**config.mk**
```make
export PLATFORM = sky130hd
export DESIGN_NAME = div_unit
export DESIGN_NICKNAME = d
export VERILOG_FILES = /design/src/rtl/div_unit_pkg.sv /design/src/rtl/div_step.sv /design/src/rtl/div_unit.sv
export SDC_FILE = /design/constraint.sdc
export NUM_CORES = 1
export LEC_CHECK = 0
export CAP_MARGIN = 20
export CORE_MARGIN = 2
export CORE_UTILIZATION = 58
export CTS_CLUSTER_SIZE = 16
export DETAILED_ROUTE_END_ITERATION = 16
export GPL_TIMING_DRIVEN = 0
export PLACE_DENSITY_LB_ADDON = 0.08
export SLEW_MARGIN = 20
export SYNTH_ARGS = -nofsm -noshare
export SYNTH_HDL_FRONTEND = slang
export SYNTH_SLANG_ARGS = --single-unit
```
**constraint.sdc**
```tcl
create_clock -name clk -period 6.3 [get_ports clk]
set_input_delay 1.26 -clock clk [delete_from_list [all_inputs] [get_ports clk]]
set_output_delay 1.26 -clock clk [all_outputs]
set_load 0.01 [all_outputs]
```
**src/rtl/div_unit_pkg.sv**
```systemverilog
// div_unit_pkg: shared op codes and FSM state encoding for the iterative divider.
//   EXE_DIV_OP / EXE_DIVU_OP : alucontrol codes that launch the divider
//   EXE_ADD_OP               : an ordinary ALU op, ignored by the divider
//   div_state_e              : divider FSM states
//   is_div_op()              : true for either divide code
package div_unit_pkg;

  localparam logic [7:0] EXE_DIV_OP  = 8'b00011010;
  localparam logic [7:0] EXE_DIVU_OP = 8'b00011011;
  localparam logic [7:0] EXE_ADD_OP  = 8'b00100000;

  typedef enum logic [1:0] {
    DIV_IDLE = 2'd0,
    DIV_ZERO = 2'd1,
    DIV_BUSY = 2'd2,
    DIV_DONE = 2'd3
  } div_state_e;

  function automatic logic is_div_op(input logic [7:0] op);
    return (op == EXE_DIV_OP) || (op == EXE_DIVU_OP);
  endfunction

endpackage

```
**src/rtl/div_step.sv**
```systemverilog
// div_step: one radix-2 restoring division step (pure combinational).
//   rem_i, quo_i : current partial remainder / quotient shift register
//   dvs_i        : divisor magnitude
//   rem_o, quo_o : {rem, quo} after shift-left-by-1 and trial subtract
module div_step #(
  parameter int DW = 32
) (
  input  logic [DW-1:0] rem_i,
  input  logic [DW-1:0] quo_i,
  input  logic [DW-1:0] dvs_i,
  output logic [DW-1:0] rem_o,
  output logic [DW-1:0] quo_o
);

  // The shifted remainder needs DW+1 bits: rem < dvs <= 2^DW-1, so after
  // the shift it can exceed DW bits before the subtract brings it back.
  logic [DW:0] sh_rem;
  logic [DW:0] diff;
  logic        borrow;
  logic        unused_diff_top;

  always_comb begin
    sh_rem          = {rem_i, quo_i[DW-1]};
    {borrow, diff}  = {1'b0, sh_rem} - {2'b00, dvs_i};
    // On no-borrow the difference is < dvs, so its top bit is always 0.
    unused_diff_top = diff[DW];
    rem_o           = borrow ? sh_rem[DW-1:0] : diff[DW-1:0];
    quo_o           = {quo_i[DW-2:0], ~borrow};
  end

endmodule

```
**src/rtl/div_unit.sv**
```systemverilog
// div_unit: iterative DIV/DIVU unit for the execute stage.
//   clk, rst    : pipeline clock, async active-high reset
//   alucontrol  : execute op code; only DIV/DIVU launch the unit
//   start       : execute stage holds a valid instruction
//   flush       : cancel in-flight or launching division
//   a, b        : dividend / divisor
//   stall_div   : hold IF..EX while a division is in flight
//   ready       : one-cycle pulse, result valid
//   result      : {hi = remainder, lo = quotient}
module div_unit
  import div_unit_pkg::*;
#(
  parameter int DW = 32
) (
  input  logic            clk,
  input  logic            rst,
  input  logic [7:0]      alucontrol,
  input  logic            start,
  input  logic            flush,
  input  logic [DW-1:0]   a,
  input  logic [DW-1:0]   b,
  output logic            stall_div,
  output logic            ready,
  output logic [2*DW-1:0] result
);

  localparam int CW = (DW > 1) ? $clog2(DW) : 1;

  div_state_e      state_q, state_d;
  logic [CW-1:0]   cnt_q, cnt_d;
  logic            sgn_q, sgn_d;     // signed op (DIV)
  logic            sa_q, sa_d;       // sign of a
  logic            sb_q, sb_d;       // sign of b
  logic [DW-1:0]   rem_q, rem_d;
  logic [DW-1:0]   quo_q, quo_d;
  logic [DW-1:0]   dvs_q, dvs_d;
  logic [2*DW-1:0] result_q, result_d;

  logic            launch;
  logic            op_sgn;
  logic [DW-1:0]   a_mag, b_mag;
  logic [DW-1:0]   step_rem, step_quo;
  logic [DW-1:0]   q_fix, r_fix;
  logic [DW-1:0]   a_raw;

  div_step #(.DW(DW)) u_step (
    .rem_i (rem_q),
    .quo_i (quo_q),
    .dvs_i (dvs_q),
    .rem_o (step_rem),
    .quo_o (step_quo)
  );

  always_comb begin
    launch = start && !flush && is_div_op(alucontrol);
    op_sgn = (alucontrol == EXE_DIV_OP);
    a_mag  = (op_sgn && a[DW-1]) ? -a : a;
    b_mag  = (op_sgn && b[DW-1]) ? -b : b;

    // Sign fix-up on the final step output; modulo-2^DW negation makes
    // MIN / -1 come out as {hi=0, lo=MIN} with no special case.
    q_fix  = (sgn_q && (sa_q ^ sb_q)) ? -step_quo : step_quo;
    r_fix  = (sgn_q && sa_q)          ? -step_rem : step_rem;

    // quo_q still holds |a| in DIV_ZERO; rebuild the original dividend.
    a_raw  = (sgn_q && sa_q) ? -quo_q : quo_q;

    state_d  = state_q;
    cnt_d    = cnt_q;
    sgn_d    = sgn_q;
    sa_d     = sa_q;
    sb_d     = sb_q;
    rem_d    = rem_q;
    quo_d    = quo_q;
    dvs_d    = dvs_q;
    result_d = result_q;

    case (state_q)
      DIV_IDLE: begin
        if (launch) begin
          sgn_d   = op_sgn;
          sa_d    = a[DW-1];
          sb_d    = b[DW-1];
          rem_d   = '0;
          quo_d   = a_mag;
          dvs_d   = b_mag;
          cnt_d   = '0;
          state_d = (b == '0) ? DIV_ZERO : DIV_BUSY;
        end
      end
      DIV_ZERO: begin
        result_d = {a_raw, {DW{1'b1}}};
        state_d  = DIV_DONE;
      end
      DIV_BUSY: begin
        rem_d = step_rem;
        quo_d = step_quo;
        if (cnt_q == CW'(DW - 1)) begin
          result_d = {r_fix, q_fix};
          state_d  = DIV_DONE;
        end else begin
          cnt_d = cnt_q + 1'b1;
        end
      end
      DIV_DONE: state_d = DIV_IDLE;
      default:  state_d = DIV_IDLE;
    endcase

    // Flush abandons any division and leaves the last result untouched.
    if (flush && state_q != DIV_IDLE) begin
      state_d  = DIV_IDLE;
      result_d = result_q;
    end
  end

  always_ff @(posedge clk or posedge rst) begin
    if (rst) begin
      state_q  <= DIV_IDLE;
      cnt_q    <= '0;
      sgn_q    <= 1'b0;
      sa_q     <= 1'b0;
      sb_q     <= 1'b0;
      rem_q    <= '0;
      quo_q    <= '0;
      dvs_q    <= '0;
      result_q <= '0;
    end else begin
      state_q  <= state_d;
      cnt_q    <= cnt_d;
      sgn_q    <= sgn_d;
      sa_q     <= sa_d;
      sb_q     <= sb_d;
      rem_q    <= rem_d;
      quo_q    <= quo_d;
      dvs_q    <= dvs_d;
      result_q <= result_d;
    end
  end

  // Stall covers the launch cycle itself, so it must see launch directly.
  assign stall_div = !flush && ((state_q == DIV_IDLE && launch) ||
                                state_q == DIV_ZERO || state_q == DIV_BUSY);
  assign ready     = (state_q == DIV_DONE) && !flush;
  assign result    = result_q;

endmodule

```
==> impl_summary.log, run 1 <==
INFO  metric top_level_ports = 142
INFO  metric area_of_the_multi_input_gates = 8190 um2
INFO  metric power_frac_seq = 23.4%
INFO  metric worst_pin_slew = 1.06 ns
INFO  metric report.power.total = 6.88 mW
INFO  metric final-instance-count-excl-fill = 2161
INFO  metric total_switching_power = 3.36 mW
INFO  metric area_delta_synth_final = 18.8%
INFO  metric synth-async-reset-ratio = 100%
INFO  metric antenna_violating_nets_post_route = 0
INFO  metric global_route_wire_length_before_repair = 67100 um
INFO  metric post-route-drc-count = 0
INFO  metric synth-compound-area-share = 24.5%
INFO  metric hold_path_class = register to register
INFO  metric yosys.area_share.xor_xnor = 10.5%
INFO  metric dp_hpwl = 32500 um
INFO  metric diodes_inserted = 0
INFO  metric rsz0062_at_grt = false
INFO  metric synth.area.mux_share = 1.87%
INFO  metric initialDrtViolationCount = 1575
INFO  metric finalMaxSlewViolations = 0
INFO  metric finalCoreUtilization = 70.6%
INFO  metric area_leader_netlist = sky130_fd_sc_hd__dfrtp_1
INFO  metric yosys_warnings = 0
INFO  metric row_count = 54
INFO  metric synth.avg_cell_area = 7.64 um2
INFO  metric fin_nets = 1988
INFO  metric postSynthNetCount = 1829
INFO  metric critical-path-max-stage-delay = 0.48 ns
INFO  metric first_global_vias = 12772
INFO  metric port_buf_inserts = 141
INFO  metric worstSetupStartpointType = register
INFO  metric final_min_period_over_clock_period = 95.7%
INFO  metric htree_num_levels = 4
INFO  metric final.fill_count = 1865
INFO  metric antenna_found_initial = 0
INFO  metric gp_congestion = 0.952
INFO  metric worstPathArrival = 6.35 ns
INFO  metric crit_path_top_delay_cell = sky130_fd_sc_hd__or4_1
INFO  metric drt-pass1-iter-count = 6
INFO  metric total_clock_buffers_created_by_cts = 17
INFO  metric postRouteWirelength = 42400 um
INFO  metric synth_simple_gate_area_share = 21.4%
INFO  metric synth.cell_area = 13100 um2
INFO  metric grt_max_degree = 104
INFO  metric core-area = 22000 um2
INFO  metric power.clock.fraction = 16.6%
INFO  metric clock_latency_late_sink = 0.44 ns
INFO  metric clockBufferDepth = 2
INFO  metric timing.max_cap.violations = 0
INFO  metric layout.area.seq = 4260 um2
INFO  metric overflow = 0
INFO  metric synth_cell_types = 76
INFO  metric detailroute.via_count = 13615
INFO  metric area_of_the_die = 23700 um2
INFO  metric main_combinational_cell_family_by_area_after_synthesis = compound AO/OA/AOI/OAI gates
INFO  metric post-route-min-period = 6.03 ns
INFO  metric viasPerCell = 6.30
INFO  metric layout-drive-gt1-share = 3.67%
INFO  metric power_density = 444 nW/um2
INFO  metric internal-power = 3.52 mW
INFO  metric synthDominantCellAreaShare = 32.6%
INFO  metric logic_pwr_share = 60.0%
INFO  metric worst-endpoint-required = 6.62 ns
INFO  metric globalRouteTotalUtil = 35.4%
INFO  metric seq_area_frac_synth = 32.6%
INFO  metric synth_flop_cell = sky130_fd_sc_hd__dfrtp_1
INFO  metric run_status = completed
INFO  metric number_of_flops_mapped_to_enable_cells_by_yosys = 0
INFO  metric finalSetupViolCount = 0
INFO  metric tritoncts = yes
INFO  metric worst-path-max-fanout = 10
INFO  metric slew_headroom = 28.4%
INFO  metric cts_sinks = 170
INFO  metric holdBufCountCts = 0
INFO  metric crit_path_end_kind = register
INFO  metric chipHeight = 154 um
INFO  metric synth_seq_cells = 170
INFO  metric vdd.ir_drop.worst = 0.234 mV
INFO  metric finalHoldViolCount = 0
INFO  metric clk_root_buffer_cell = sky130_fd_sc_hd__clkbuf_16
INFO  metric maxClockFrequency = 0.166 GHz
INFO  metric worst_clock_skew = 0.0150 ns
INFO  metric power.share.switching = 48.9%
INFO  metric placed_cells_incl_taps = 2131
INFO  metric clk_pin_slew_worst_paths = 0.07 ns
INFO  metric post_synth_main_area_contributors = sky130_fd_sc_hd__dfrtp_1 33%, sky130_fd_sc_hd__a21oi_1 8.2%, sky130_fd_sc_hd__xnor2_1 6.7%
INFO  metric cp_cell_sequence = ha_1 -> buf_2 -> nand4_1 -> nor2_1 -> o211ai_1 -> a31oi_2 -> a21o_1 -> clkbuf_4 -> buf_2 -> clkbuf_4 -> nand2_1 -> o21ai_1 -> ha_1 -> inv_1 -> a2111oi_2 -> o21ai_0 -> or4_1 -> mux2i_4 -> o21ai_0 -> o41ai_2 -> xnor2_1 -> a21oi_1 -> nor2_1
INFO  metric cells_after_synthesis = 1709
INFO  metric die_width = 154 um
INFO  metric yosys.area_share.adder = 4.27%
INFO  metric critical_path_class = register to register
INFO  metric power_leakage = 6.31 nW
INFO  metric starting_density_of_the_core = 59.5%
INFO  metric routedWlPerCell = 19.6 um
==> cell usage after synthesis, types with 9 or more instances <==
library cell / instances
sky130_fd_sc_hd__o31ai_1: 18
sky130_fd_sc_hd__inv_1: 59
sky130_fd_sc_hd__nand2_1: 210
sky130_fd_sc_hd__o21a_1: 12
sky130_fd_sc_hd__nor4_1: 19
sky130_fd_sc_hd__or4_1: 12
sky130_fd_sc_hd__clkbuf_1: 94
sky130_fd_sc_hd__a31oi_1: 20
sky130_fd_sc_hd__nand4_1: 9
sky130_fd_sc_hd__or3_1: 20
sky130_fd_sc_hd__nor2_1: 193
sky130_fd_sc_hd__a22o_1: 14
sky130_fd_sc_hd__ha_1: 43
sky130_fd_sc_hd__dfrtp_1: 170
sky130_fd_sc_hd__a21oi_1: 214
sky130_fd_sc_hd__and2_1: 12
sky130_fd_sc_hd__mux2i_1: 21
sky130_fd_sc_hd__nand3_1: 18
sky130_fd_sc_hd__nor2b_1: 11
sky130_fd_sc_hd__a21o_1: 19
sky130_fd_sc_hd__o211ai_1: 11
sky130_fd_sc_hd__xor2_1: 56
sky130_fd_sc_hd__o21ai_0: 160
sky130_fd_sc_hd__xnor2_1: 100
sky130_fd_sc_hd__nor3_1: 46
sky130_fd_sc_hd__nand2b_1: 10
==> metal layers <==
| metal | part of all wire [%] | GRT usage (%) |
|---|---|---|
| met1 | 44 | 52.0 |
| met3 | 9.4 | 6.43 |
| met2 | 44 | 54.1 |
| met4 | 1.9 | 8.63 |
| met5 | 0 | 0 |
==> final timing paths <==
| kind | slack [ns] | start | to | cells past startpoint |
|---|---|---|---|---|
| worst max-delay path | 0.27 | rem_q[10] | result[58] | 23 |
| worst min register to register | 0.49 | dvs_q[30] | dvs_q[30] | 2 |
| min in group asynchronous | 1.25 | rst | quo_q[24] | 2 |
| worst min-delay path | 0.49 | dvs_q[30] | dvs_q[30] | 2 |
| max in group asynchronous | 4.12 | rst | dvs_q[12] | 3 |
| worst max register to register | 0.27 | rem_q[10] | result[58] | 23 |
==> timing repair <==
item / in CTS / in global routing
endpoints found under the setup margin: 5 / 8
buffers inserted: 0 / 1
gates resized for setup: 2 / 11
pin swaps: 0 / 1
==> state kept, by name, summed over array words and instances (netlist names) <==
| name | flops |
|---|---|
| quo_q | 32 |
| sa_q | 1 |
| state_q | 2 |
| dvs_q | 32 |
| sgn_q | 1 |
| cnt_q | 5 |
| result | 64 |
| sb_q | 1 |
| rem_q | 32 |
==> through the flow <==
step / area (um2) / setup WS (ns) / hold WS (ns) / setup TNS, ns
after global placement: 14800 / -1.92 / 0.465 / -324.15
after global routing: 15500 / 0.00385 / 0.510 / 0
after floorplan: 13100 / 0.437 / 0.450 / 0
final: 15500 / 0.268 / 0.485 / 0
after detailed placement: 14900 / -0.259 / 0.471 / -0.389
after CTS: 15500 / 0.000257 / 0.488 / 0
==> power groups by stage <==
stage | combinational (mW) | clock, mW | sequential (mW)
5_1_grt | 4.47 | 1.18 | 1.63
4_1_cts | 3.97 | 1.14 | 1.59
2_1_floorplan | 2.69 | 0 | 1.57
3_5_place_dp | 3.93 | 0 | 1.61
3_3_place_gp | 3.86 | 0 | 1.60
6_report | 4.13 | 1.14 | 1.61
==> logic make-up (layout without fill, tap and decap cells) <==
family | Yosys count | after routing
multiplexers | 24 | 24
AND/OR/NAND/NOR | 605 | 605
XOR/XNOR | 156 | 156
flip-flops | 170 | 170
AO/OA/AOI/OAI | 542 | 542
buffers and inverters | 168 | 340
adder cells (fa/ha/maj) | 44 | 44
==> cell type report <==
cell class	count	share of cell area [%]
Multi-Input combinational cell	1371	52.8
Sequential cell	170	27.4
Timing Repair Buffer	143	9.32
Clock buffer	19	2.86
Buffer	106	2.68
Tap cell	280	2.26
Inverter	59	1.48
Clock inverter	13	1.15
==> critical path: cells and delay by family (launching register included) <==
family | cells | cell delay, ns
DFF | 1 | 0.46
and+or+nand+nor | 5 | 1.05
buffers and inverters | 5 | 1.16
AOI/OAI and AO/OA | 9 | 2.25
adders and majority gates | 2 | 0.60
xor gates and xnor gates | 1 | 0.14
muxes | 1 | 0.26
==> layout by cell type (no fill, tap or decap), types with 20 or more instances in the layout <==
cell and n:
sky130_fd_sc_hd__a21oi_1 212, sky130_fd_sc_hd__clkbuf_1 92, sky130_fd_sc_hd__clkdlybuf4s50_1 141, sky130_fd_sc_hd__dfrtp_1 169
sky130_fd_sc_hd__ha_1 42, sky130_fd_sc_hd__inv_1 58, sky130_fd_sc_hd__mux2i_1 20, sky130_fd_sc_hd__nand2_1 210
sky130_fd_sc_hd__nor2_1 193, sky130_fd_sc_hd__nor3_1 46, sky130_fd_sc_hd__o21ai_0 158, sky130_fd_sc_hd__or3_1 20
sky130_fd_sc_hd__xnor2_1 100, sky130_fd_sc_hd__xor2_1 56
No activity file was read; power rests on OpenSTA's default activity.
==> run 2, diff against run 1 <==
--- a/config.mk
+++ b/config.mk
@@ -11,7 +11,7 @@
 export CTS_CLUSTER_SIZE = 16
 export DETAILED_ROUTE_END_ITERATION = 16
 export GPL_TIMING_DRIVEN = 0
-export PLACE_DENSITY_LB_ADDON = 0.08
+export PLACE_DENSITY = 0.83
 export SLEW_MARGIN = 20
 export SYNTH_ARGS = -nofsm -noshare
 export SYNTH_HDL_FRONTEND = slang
==> run 2 against run 1 <==
Sequential power hardly changed. Die area unchanged. Clock skew fell by 0.0044 ns. First-iteration DRC count increased by 6.4%. Core utilization increased by 0.091 points. Final cell count about the same. Cell area up 0.13%. Combinational power about the same. Worst hold slack worse by 0.0070 ns. Via count grew 0.65%. Total power is 0.85% higher. Highest routed layer unchanged.
==> impl_summary.log, run 2 (same netlist as run 1, synthesis figures left out) <==
INFO  metric diodes_inserted = 0 (unchanged)
INFO  metric finalMaxSlewViolations = 0 (unchanged)
INFO  metric finalSetupViolCount = 0 (unchanged)
INFO  metric crit_path_end_kind = register
INFO  metric gp_congestion = 0.981 (+3.0%)
INFO  metric clockBufferDepth = 2 (unchanged)
INFO  metric globalRouteTotalUtil = 36.0% (+0.60 points)
INFO  metric worstPathArrival = 6.37 ns (+0.02 ns)
INFO  metric initialDrtViolationCount = 1676 (+6.4%)
INFO  metric htree_num_levels = 4 (unchanged)
INFO  metric postRouteWirelength = 43000 um (+1.5%)
INFO  metric worst_pin_slew = 0.932 ns (-0.131 ns)
INFO  metric dp_hpwl = 33300 um (+2.6%)
INFO  metric final_min_period_over_clock_period = 96.1% (+0.33 points)
INFO  metric power_leakage = 6.32 nW (+0.15%)
INFO  metric area_of_the_multi_input_gates = 8200 um2 (+0.11%)
INFO  metric timing.reg2reg.setup_slack = 0.25 ns (-0.02 ns)
INFO  metric design_area = 15500 um2 (+0.13%)
INFO  metric slew_headroom = 37.2% (+8.8 points)
INFO  metric final.fill_count = 1848 (-0.91%)
INFO  metric logic_pwr_share = 60.0% (about the same)
INFO  metric chipHeight = 154 um (unchanged)
INFO  metric run_status = completed
INFO  metric worst_clock_skew = 0.0106 ns (-0.00435 ns)
INFO  metric final-instance-count-excl-fill = 2160 (-0.046%)
INFO  metric largest_reg_flops = 64 (unchanged)
INFO  metric routedWlPerCell = 19.9 um (+1.6%)
INFO  metric clk_pin_slew_worst_paths = 0.07 ns (about the same)
INFO  metric overflow = 0 (unchanged)
INFO  metric top_level_ports = 142 (unchanged)
INFO  metric detailroute.via_count = 13704 (+0.65%)
INFO  metric antenna_violating_nets_post_route = 0 (unchanged)
INFO  metric layout_commonest_cell = sky130_fd_sc_hd__a21oi_1
INFO  metric first_global_vias = 12963 (+1.5%)
INFO  metric area_of_the_die = 23700 um2 (unchanged)
INFO  metric antenna_found_initial = 0 (unchanged)
INFO  metric timing.max_cap.violations = 0 (unchanged)
INFO  metric post-route-min-period = 6.05 ns (+0.0206 ns)
INFO  metric worst-path-max-fanout = 10 (unchanged)
INFO  metric total_clock_buffers_created_by_cts = 17 (unchanged)
INFO  metric worstSetupStartpointType = register
INFO  metric drt-pass1-iter-count = 6 (unchanged)
INFO  metric post-route-drc-count = 0 (unchanged)
INFO  metric finalHoldViolCount = 0 (unchanged)
INFO  metric power_frac_seq = 23.1% (-0.3 points)
INFO  metric die_width = 154 um (unchanged)
INFO  metric total_switching_power = 3.39 mW (+0.89%)
INFO  metric fin_nets = 1988 (unchanged)
INFO  metric clk_root_buffer_cell = sky130_fd_sc_hd__clkbuf_16
INFO  metric power_density = 447 nW/um2 (+0.72%)
INFO  metric global_route_wire_length_before_repair = 68200 um (+1.6%)
INFO  metric top_library_cells_by_usage_in_the_layout_fill_and_taps_aside = 212 x sky130_fd_sc_hd__a21oi_1, 210 x sky130_fd_sc_hd__nand2_1, 193 x sky130_fd_sc_hd__nor2_1
INFO  metric worst-endpoint-required = 6.62 ns (about the same)
INFO  metric vdd.ir_drop.worst = 0.230 mV (-1.7%)
INFO  metric viasPerCell = 6.34 (+0.70%)
INFO  metric maxClockFrequency = 0.165 GHz (-0.34%)
INFO  metric power.share.switching = 48.9% (about the same)
INFO  metric placed_cells_incl_taps = 2131 (unchanged)
INFO  metric port_buf_inserts = 141 (unchanged)
INFO  metric finalHoldWorstSlack = 0.478 ns (-0.00703 ns)
INFO  metric layout.area.seq = 4250 um2 (about the same)
INFO  metric tritoncts = yes
INFO  metric core-area = 22000 um2 (unchanged)
INFO  metric layout-drive-gt1-share = 3.62% (-0.051 points)
INFO  metric report.power.total = 6.94 mW (+0.85%)
INFO  metric row_count = 54 (unchanged)
INFO  metric grt_max_degree = 104 (unchanged)
INFO  metric starting_density_of_the_core = 59.5% (unchanged)
INFO  metric area_delta_synth_final = 18.9%
INFO  metric dpl-instance-area = 14900 um2 (unchanged)
INFO  metric power.clock.fraction = 16.9% (+0.3 points)
INFO  metric clock_latency_late_sink = 0.44 ns (about the same)
INFO  metric internal-power = 3.55 mW (+0.82%)
INFO  metric critical_path_class = register to register
INFO  metric hold_path_class = register to register
INFO  metric cts_sinks = 170 (unchanged)
-- run 2: cell type report --
type	instances	share of cell area [%]
clock buffers	17	2.74
inverters	59	1.47
well taps	280	2.26
clock inverters	14	1.33
repair buffers	143	9.31
flip-flops and latches	170	27.4
plain buffers	106	2.68
multi-input cells	1371	52.8
-- run 2: power by group through the flow --
stage	Clock (mW)	Combinational [mW]	Sequential, mW
after detailed placement	0	3.95	1.61
after global routing	1.21	4.48	1.62
final	1.17	4.16	1.60
after global placement	0	3.87	1.60
after CTS	1.16	4.00	1.59
after floorplan	0	2.69	1.57
-- run 2: stage by stage --
stage,setup WS (ns),util [%],setup TNS (ns)
2_1_floorplan,0.437,-,0
3_3_place_gp,-1.90,67.5,-319.71
3_5_place_dp,-0.333,67.7,-0.980
4_1_cts,0.0169,70.6,0
5_1_grt,-0.00985,70.7,-0.00985
6_report,0.248,70.7,0
-- run 2: path summary, 6_finish.rpt --
| check | start | end | depth (start not counted) |
|---|---|---|---|
| setup / recovery | quo_q[31] | result[56] | 23 |
| hold / removal | dvs_q[24] | dvs_q[24] | 2 |
| setup reg to reg | quo_q[31] | result[56] | 23 |
| hold reg to reg | dvs_q[24] | dvs_q[24] | 2 |
| max in group asynchronous | rst | rem_q[16] | 3 |
| min in group asynchronous | rst | cnt_q[0] | 2 |
-- run 2: layer usage --
metal,wire (um),track usage (%),vias up
li1,-,-,6351
met1,18900,52.0,6557
met2,19400,56.9,722
met3,3820,5.41,74
met4,820,9.12,0
met5,0,0,-
-- run 2: worst max-delay path: stages, from the launching register on --
cell                        delay [ns]
sky130_fd_sc_hd__dfrtp_1          0.55
sky130_fd_sc_hd__inv_1            0.21
sky130_fd_sc_hd__ha_1             0.27
sky130_fd_sc_hd__nor2b_1          0.23
sky130_fd_sc_hd__o31a_1           0.23
sky130_fd_sc_hd__o211ai_1         0.20
sky130_fd_sc_hd__a31oi_2          0.27
sky130_fd_sc_hd__a21o_1           0.23
sky130_fd_sc_hd__clkbuf_4         0.27
sky130_fd_sc_hd__clkbuf_4         0.25
sky130_fd_sc_hd__clkbuf_4         0.26
sky130_fd_sc_hd__nand2_1          0.07
sky130_fd_sc_hd__o21ai_1          0.17
sky130_fd_sc_hd__ha_1             0.31
sky130_fd_sc_hd__inv_1            0.11
sky130_fd_sc_hd__a2111oi_2        0.25
sky130_fd_sc_hd__o21ai_0          0.19
sky130_fd_sc_hd__or4_1            0.48
sky130_fd_sc_hd__mux2i_4          0.28
sky130_fd_sc_hd__o211ai_1         0.25
sky130_fd_sc_hd__o31ai_1          0.36
sky130_fd_sc_hd__xor2_1           0.14
sky130_fd_sc_hd__a21oi_2          0.26
sky130_fd_sc_hd__nor2_1           0.06
-- run 2: timing repair --
action / 4_1_cts / 5_1_grt
gates resized for setup: 3 / 10
pin swaps: 0 / 1
setup buffers: 0 / 1
hold buffers: 0 / 0
setup endpoints to repair: 8 / 9
